`src/rtl/pipe_stage_idex_multi_pkg.sv`:
```
// Shared constants and helpers for the multi-lane ID/EX pipeline register.
// Lane register operations are ordered by priority: hold, clear, load.
package pipe_stage_idex_multi_pkg;

    localparam int IDEX_LANES_MAX      = 8;
    localparam int INSTR_WIDTH         = 32;
    localparam int STAGE_WIDTH_DEFAULT = INSTR_WIDTH;

    typedef enum logic [1:0] {
        LANE_HOLD,
        LANE_CLEAR,
        LANE_LOAD
    } lane_op_e;

    // A single-lane path still needs a 1-bit beat counter port.
    function automatic int beat_width(input int lanes);
        return (lanes > 1) ? $clog2(lanes) : 1;
    endfunction

endpackage

```
`src/rtl/pipe_stage_idex_multi_lane_reg.sv`:
```
// One lane of the ID/EX register: payload plus valid.
// Async active-low reset; hold has priority over clear, clear over load.
module pipe_lane_reg
    import pipe_stage_idex_multi_pkg::*;
#(
    parameter int WIDTH = STAGE_WIDTH_DEFAULT
) (
    input  logic             clk,
    input  logic             rst_n,
    input  logic             hold,
    input  logic             clear,
    input  logic             load,
    input  logic [WIDTH-1:0] load_data,
    input  logic             load_valid,
    output logic [WIDTH-1:0] data,
    output logic             valid
);

    lane_op_e op;

    always_comb begin
        op = LANE_HOLD;
        if (hold)       op = LANE_HOLD;
        else if (clear) op = LANE_CLEAR;
        else if (load)  op = LANE_LOAD;
    end

    always_ff @(posedge clk or negedge rst_n) begin
        if (!rst_n) begin
            data  <= '0;
            valid <= 1'b0;
        end else begin
            case (op)
                LANE_CLEAR: begin
                    data  <= '0;
                    valid <= 1'b0;
                end
                LANE_LOAD: begin
                    data  <= load_data;
                    valid <= load_valid;
                end
                default: begin
                    data  <= data;
                    valid <= valid;
                end
            endcase
        end
    end

endmodule

```
`src/rtl/pipe_stage_idex_multi.sv`:
```
// N-lane ID/EX pipeline register with per-lane flush and serial "split" issue
// of a lane-0 instruction across all lanes, one lane per cycle.
module pipe_stage_idex_multi
    import pipe_stage_idex_multi_pkg::*;
#(
    parameter int  STAGE_WIDTH = STAGE_WIDTH_DEFAULT,
    parameter int  LANES       = 2,
    localparam int BEAT_W      = beat_width(LANES)
) (
    input  logic                         clk,
    input  logic                         rst_n,
    input  logic                         stall,
    input  logic                         flush,
    input  logic [LANES-1:0]             flush_mask,
    input  logic                         split_req,
    input  logic [LANES-1:0]             in_valid,
    input  logic [LANES*STAGE_WIDTH-1:0] in_data,
    output logic [LANES-1:0]             out_valid,
    output logic [LANES*STAGE_WIDTH-1:0] out_data,
    output logic                         split_stall,
    output logic [BEAT_W-1:0]            split_beat
);

    localparam logic              MULTI     = (LANES > 1);
    localparam logic [BEAT_W-1:0] LAST_BEAT = BEAT_W'(LANES - 1);

    logic full_flush;
    logic split_active;

    assign full_flush   = flush & (&flush_mask);
    // With a single lane a split degenerates to a normal load.
    assign split_active = split_req & MULTI;

    always_ff @(posedge clk or negedge rst_n) begin
        if (!rst_n) begin
            split_beat <= '0;
        end else if (stall) begin
            split_beat <= split_beat;
        end else if (full_flush || !split_active || split_beat == LAST_BEAT) begin
            split_beat <= '0;
        end else begin
            split_beat <= split_beat + 1'b1;
        end
    end

    assign split_stall = split_active & (split_beat != LAST_BEAT) & ~full_flush;

    for (genvar i = 0; i < LANES; i++) begin : g_lane
        logic                   sel;
        logic                   clear;
        logic [STAGE_WIDTH-1:0] load_data;
        logic                   load_valid;

        // During a split only the beat-selected lane loads; the rest are cleared.
        assign sel        = (split_beat == BEAT_W'(i));
        assign clear      = (flush & flush_mask[i]) | (split_active & ~sel);
        assign load_data  = split_active ? in_data[0 +: STAGE_WIDTH]
                                         : in_data[i*STAGE_WIDTH +: STAGE_WIDTH];
        assign load_valid = split_active ? in_valid[0] : in_valid[i];

        pipe_lane_reg #(
            .WIDTH (STAGE_WIDTH)
        ) u_lane (
            .clk        (clk),
            .rst_n      (rst_n),
            .hold       (stall),
            .clear      (clear),
            .load       (1'b1),
            .load_data  (load_data),
            .load_valid (load_valid),
            .data       (out_data[i*STAGE_WIDTH +: STAGE_WIDTH]),
            .valid      (out_valid[i])
        );
    end

endmodule

```
`config.mk`:
```
export PLATFORM = sky130hd
export DESIGN_NAME = pipe_stage_idex_multi
export DESIGN_NICKNAME = d
export VERILOG_FILES = /design/src/rtl/pipe_stage_idex_multi_pkg.sv /design/src/rtl/pipe_stage_idex_multi_lane_reg.sv /design/src/rtl/pipe_stage_idex_multi.sv
export SDC_FILE = /design/constraint.sdc
export NUM_CORES = 1
export LEC_CHECK = 0
export ABC_AREA = 1
export CORE_ASPECT_RATIO = 1.1
export CORE_MARGIN = 10
export CORE_UTILIZATION = 47
export DETAILED_ROUTE_END_ITERATION = 7
export PLACE_DENSITY = 0.86
export SLEW_MARGIN = 0
export SYNTH_ARGS = -nofsm -noshare
export SYNTH_HDL_FRONTEND = slang
export SYNTH_HIERARCHICAL = 1
export SYNTH_SLANG_ARGS = --single-unit
```
`constraint.sdc`:
```
create_clock -name clk -period 3.96 [get_ports clk]
set_input_delay 0.396 -clock clk [delete_from_list [all_inputs] [get_ports clk]]
set_output_delay 0.396 -clock clk [all_outputs]
set_load 0.02 [all_outputs]
```
==> flow_metrics.env <==
export IMPL_final_common_cell="nand2_1"
export IMPL_hold_buffers=0
export IMPL_path_max_fanout=35
export IMPL_switching_share_pct=31.9
export IMPL_grt_max_degree=38
export IMPL_cap_viol_max_count=0
export IMPL_cts_buffers=9
export IMPL_synth_distinct_cells=16
export IMPL_instances_no_fill=639
export IMPL_nets=624
export IMPL_finish_instance_area_um2=4860
export IMPL_grt_first_pass_wirelength_um=17300
export IMPL_clk_pin_slew_ns=0.08
export IMPL_r2r_slack_ns=1.83
export IMPL_io_pins=141
export IMPL_drc=0
export IMPL_via_per_inst=5.01
export IMPL_worstSetupPathType="in -> out"
export IMPL_die_area_um2=11200
export IMPL_p_sw_mw=0.535
export IMPL_ir_worst_vdd_uv=190
export IMPL_hp_class="in -> async"
export IMPL_finalCritPeriodShare_pct=70.7
export IMPL_worst_pin_slew_ns=0.902
export IMPL_seq_area_frac_synth_pct=48.6
export IMPL_power_share_clock_pct=28.6
export IMPL_powerDensity_nw_per_um2=345
export IMPL_period_needed_ns=2.80
export IMPL_drt_pass1_iter_count=4
export IMPL_worstReg2RegEnd="g_lane[0].u_lane/data[21]"
export IMPL_synthDominantCellAreaShare_pct=48.6
export IMPL_wl_per_cell_um=16.9
export IMPL_critPathSlowestCell="clkdlybuf4s50_1"
export IMPL_whs_ns=0.0988
export IMPL_drtIter0Drc=157
export IMPL_cp_required_ns=3.56
export IMPL_port_buffers=140
export IMPL_grt_antenna_before_repair=0
export IMPL_cts_setup_buffers=0
export IMPL_slew_headroom_pct=39.8
export IMPL_routed_wirelength_um=10800
export IMPL_grt_pass1_vias=3444
export IMPL_core_area_um2=7090
export IMPL_final_cell_mix="232 x nand2_1, 139 x clkdlybuf4s50_1, 67 x dfrtp_1"
export IMPL_setup_violations=0
export IMPL_diodes=0
export IMPL_slowest_delay_ns=0.93
export IMPL_p_int_mw=1.14
export IMPL_preCtsSetupSlack_ns=0.875
export IMPL_rr_worst_depth=7
export IMPL_rows=32
export IMPL_finalHoldViolations=0
export IMPL_p_seq_share_pct=45.2
export IMPL_htree_levels=3
export IMPL_synthToLayoutAreaGrowth_pct=40.9
export IMPL_die_h_um=110
export IMPL_avgSynthCellArea_um2=8.22
export IMPL_clk_path_buf_depth=2
export IMPL_post_place_cells=623
export IMPL_synth_top_area_cell="dfrtp_1"
export IMPL_status="completed"
export IMPL_synthCells=420
export IMPL_cts_sinks=67
export IMPL_cts_resized=0
export IMPL_cp_start_kind="primary input"
export IMPL_clock_fmax_mhz=357
export IMPL_cpMostUsedCell="clkdlybuf4s50_1"
export IMPL_cts_tree="done"
export IMPL_synth_area_leaders="dfrtp_1 49%, nand2_1 25%, nand3_1 7.0%, nand3_2 5.8%, buf_6 4.2%"
export IMPL_utilization_pct=68.6
export IMPL_clock_latency_ns=0.34
export IMPL_initial_utilization_pct=48.7
export IMPL_worst_slack_ns=1.16
export IMPL_gr_usage_all_layers_pct=19.5
export IMPL_placed_area_um2=4700
export IMPL_regToRegStartpoint="split_beat"
export IMPL_critPathCaptureType="primary output"
export IMPL_synth_seq_cells=67
export IMPL_p_total_mw=1.68
export IMPL_setup_tns_ns=0
export IMPL_hpwl_um=7990
export IMPL_skew_ns=0.00822
export IMPL_crit_chain="clkdlybuf4s50_1 > inv_8 > nor2_4 > nand2_1 > inv_1 > clkdlybuf4s50_1"
export IMPL_final_layout_size_suffix_gt1_share_pct=10.3
export IMPL_gp_congestion=0.895
export IMPL_synth_area_um2=3450
export IMPL_cts_root_buf="clkbuf_8"
export IMPL_power_leakage_nw=2.50
export IMPL_combPwrFrac_pct=26.2
export IMPL_worst_ep_arrival_time_ns=2.41
export IMPL_rsz0062_at_grt="false"
export IMPL_overflow=0
export IMPL_ys_warn_count=6
export IMPL_ant_nets=0
export IMPL_die_w_um=102
export IMPL_route_vias_total=3204
export IMPL_slew_viol_final=0
## worst max-delay path: cells and delay by family
kind          cells  cell delay, ns
simple gates      2            0.20
buf+inv           4            1.80
## power by group through the flow
stage               logic (mW)  registers, mW  clock network [mW]
floorplan                0.191          0.826                   0
global placement         0.434          0.770                   0
detailed placement       0.441          0.771                   0
CTS                      0.443          0.759               0.485
global route             0.476          0.765               0.518
finish                   0.439          0.759               0.479
## state kept, by name, indices dropped and copies added, names as in the netlist
register / flops
split_beat: 1
g_lane.u_lane/valid: 2
g_lane.u_lane/data: 64
## synthesized netlist by cell type
| cell | count |
|---|---|
| ha_1 | 2 |
| nand2_2 | 10 |
| nand3_1 | 48 |
| dfrtp_1 | 67 |
| nor2_4 | 1 |
| nand3_2 | 20 |
| nor2_1 | 2 |
| inv_8 | 3 |
| nand2_1 | 232 |
| conb_1 | 1 |
| inv_1 | 4 |
| o21ai_0 | 1 |
| buf_4 | 11 |
| buf_6 | 13 |
| buf_2 | 2 |
| buf_12 | 3 |
## worst max-delay path by stage
stage	slack, ns	start	endpoint	cells past startpoint
finish	1.16	split_req	split_stall	6
global route	0.99	split_req	g_lane[0].u_lane/data[7]	8
CTS	1.17	split_req	split_stall	6
detailed placement	0.88	split_req	g_lane[0].u_lane/data[21]	8
global placement	0.95	split_req	g_lane[0].u_lane/data[24]	8
floorplan	2.32	split_req	g_lane[0].u_lane/data[10]	10
## final cells by class
| cell class | count | area, um^2 |
|---|---|---|
| Fill cell | 589 | 2220 |
| Clock buffer | 9 | 124 |
| Clock inverter | 7 | 35.0 |
| Timing Repair Buffer | 146 | 1440 |
| Multi-Input combinational cell | 318 | 1430 |
| Sequential cell | 67 | 1680 |
| Inverter | 7 | 48.8 |
| Tap cell | 85 | 106 |
## logic make-up (layout without fill, tap and decap cells)
kind of cell | count (synthesis) | after routing | synth area share [%]
buffers and inverters | 36 | 169 | 10.1
adder cells (fa/ha/maj) | 2 | 2 | 0.725
other | 1 | 2 | 0.109
flip-flops | 67 | 67 | 48.6
AO/OA/AOI/OAI | 1 | 1 | 0.145
AND/OR/NAND/NOR | 313 | 313 | 40.4
## per-layer routing
metal  track usage (%)  vias to the layer above  wire length, um
met5                 0                        -                0
met4              7.77                        0              287
met3              6.15                       22              856
met2              34.4                      117             5480
met1              21.4                     1498             4150
li1                  -                     1567                -
Note: power is estimated with default switching activity, not from simulation.
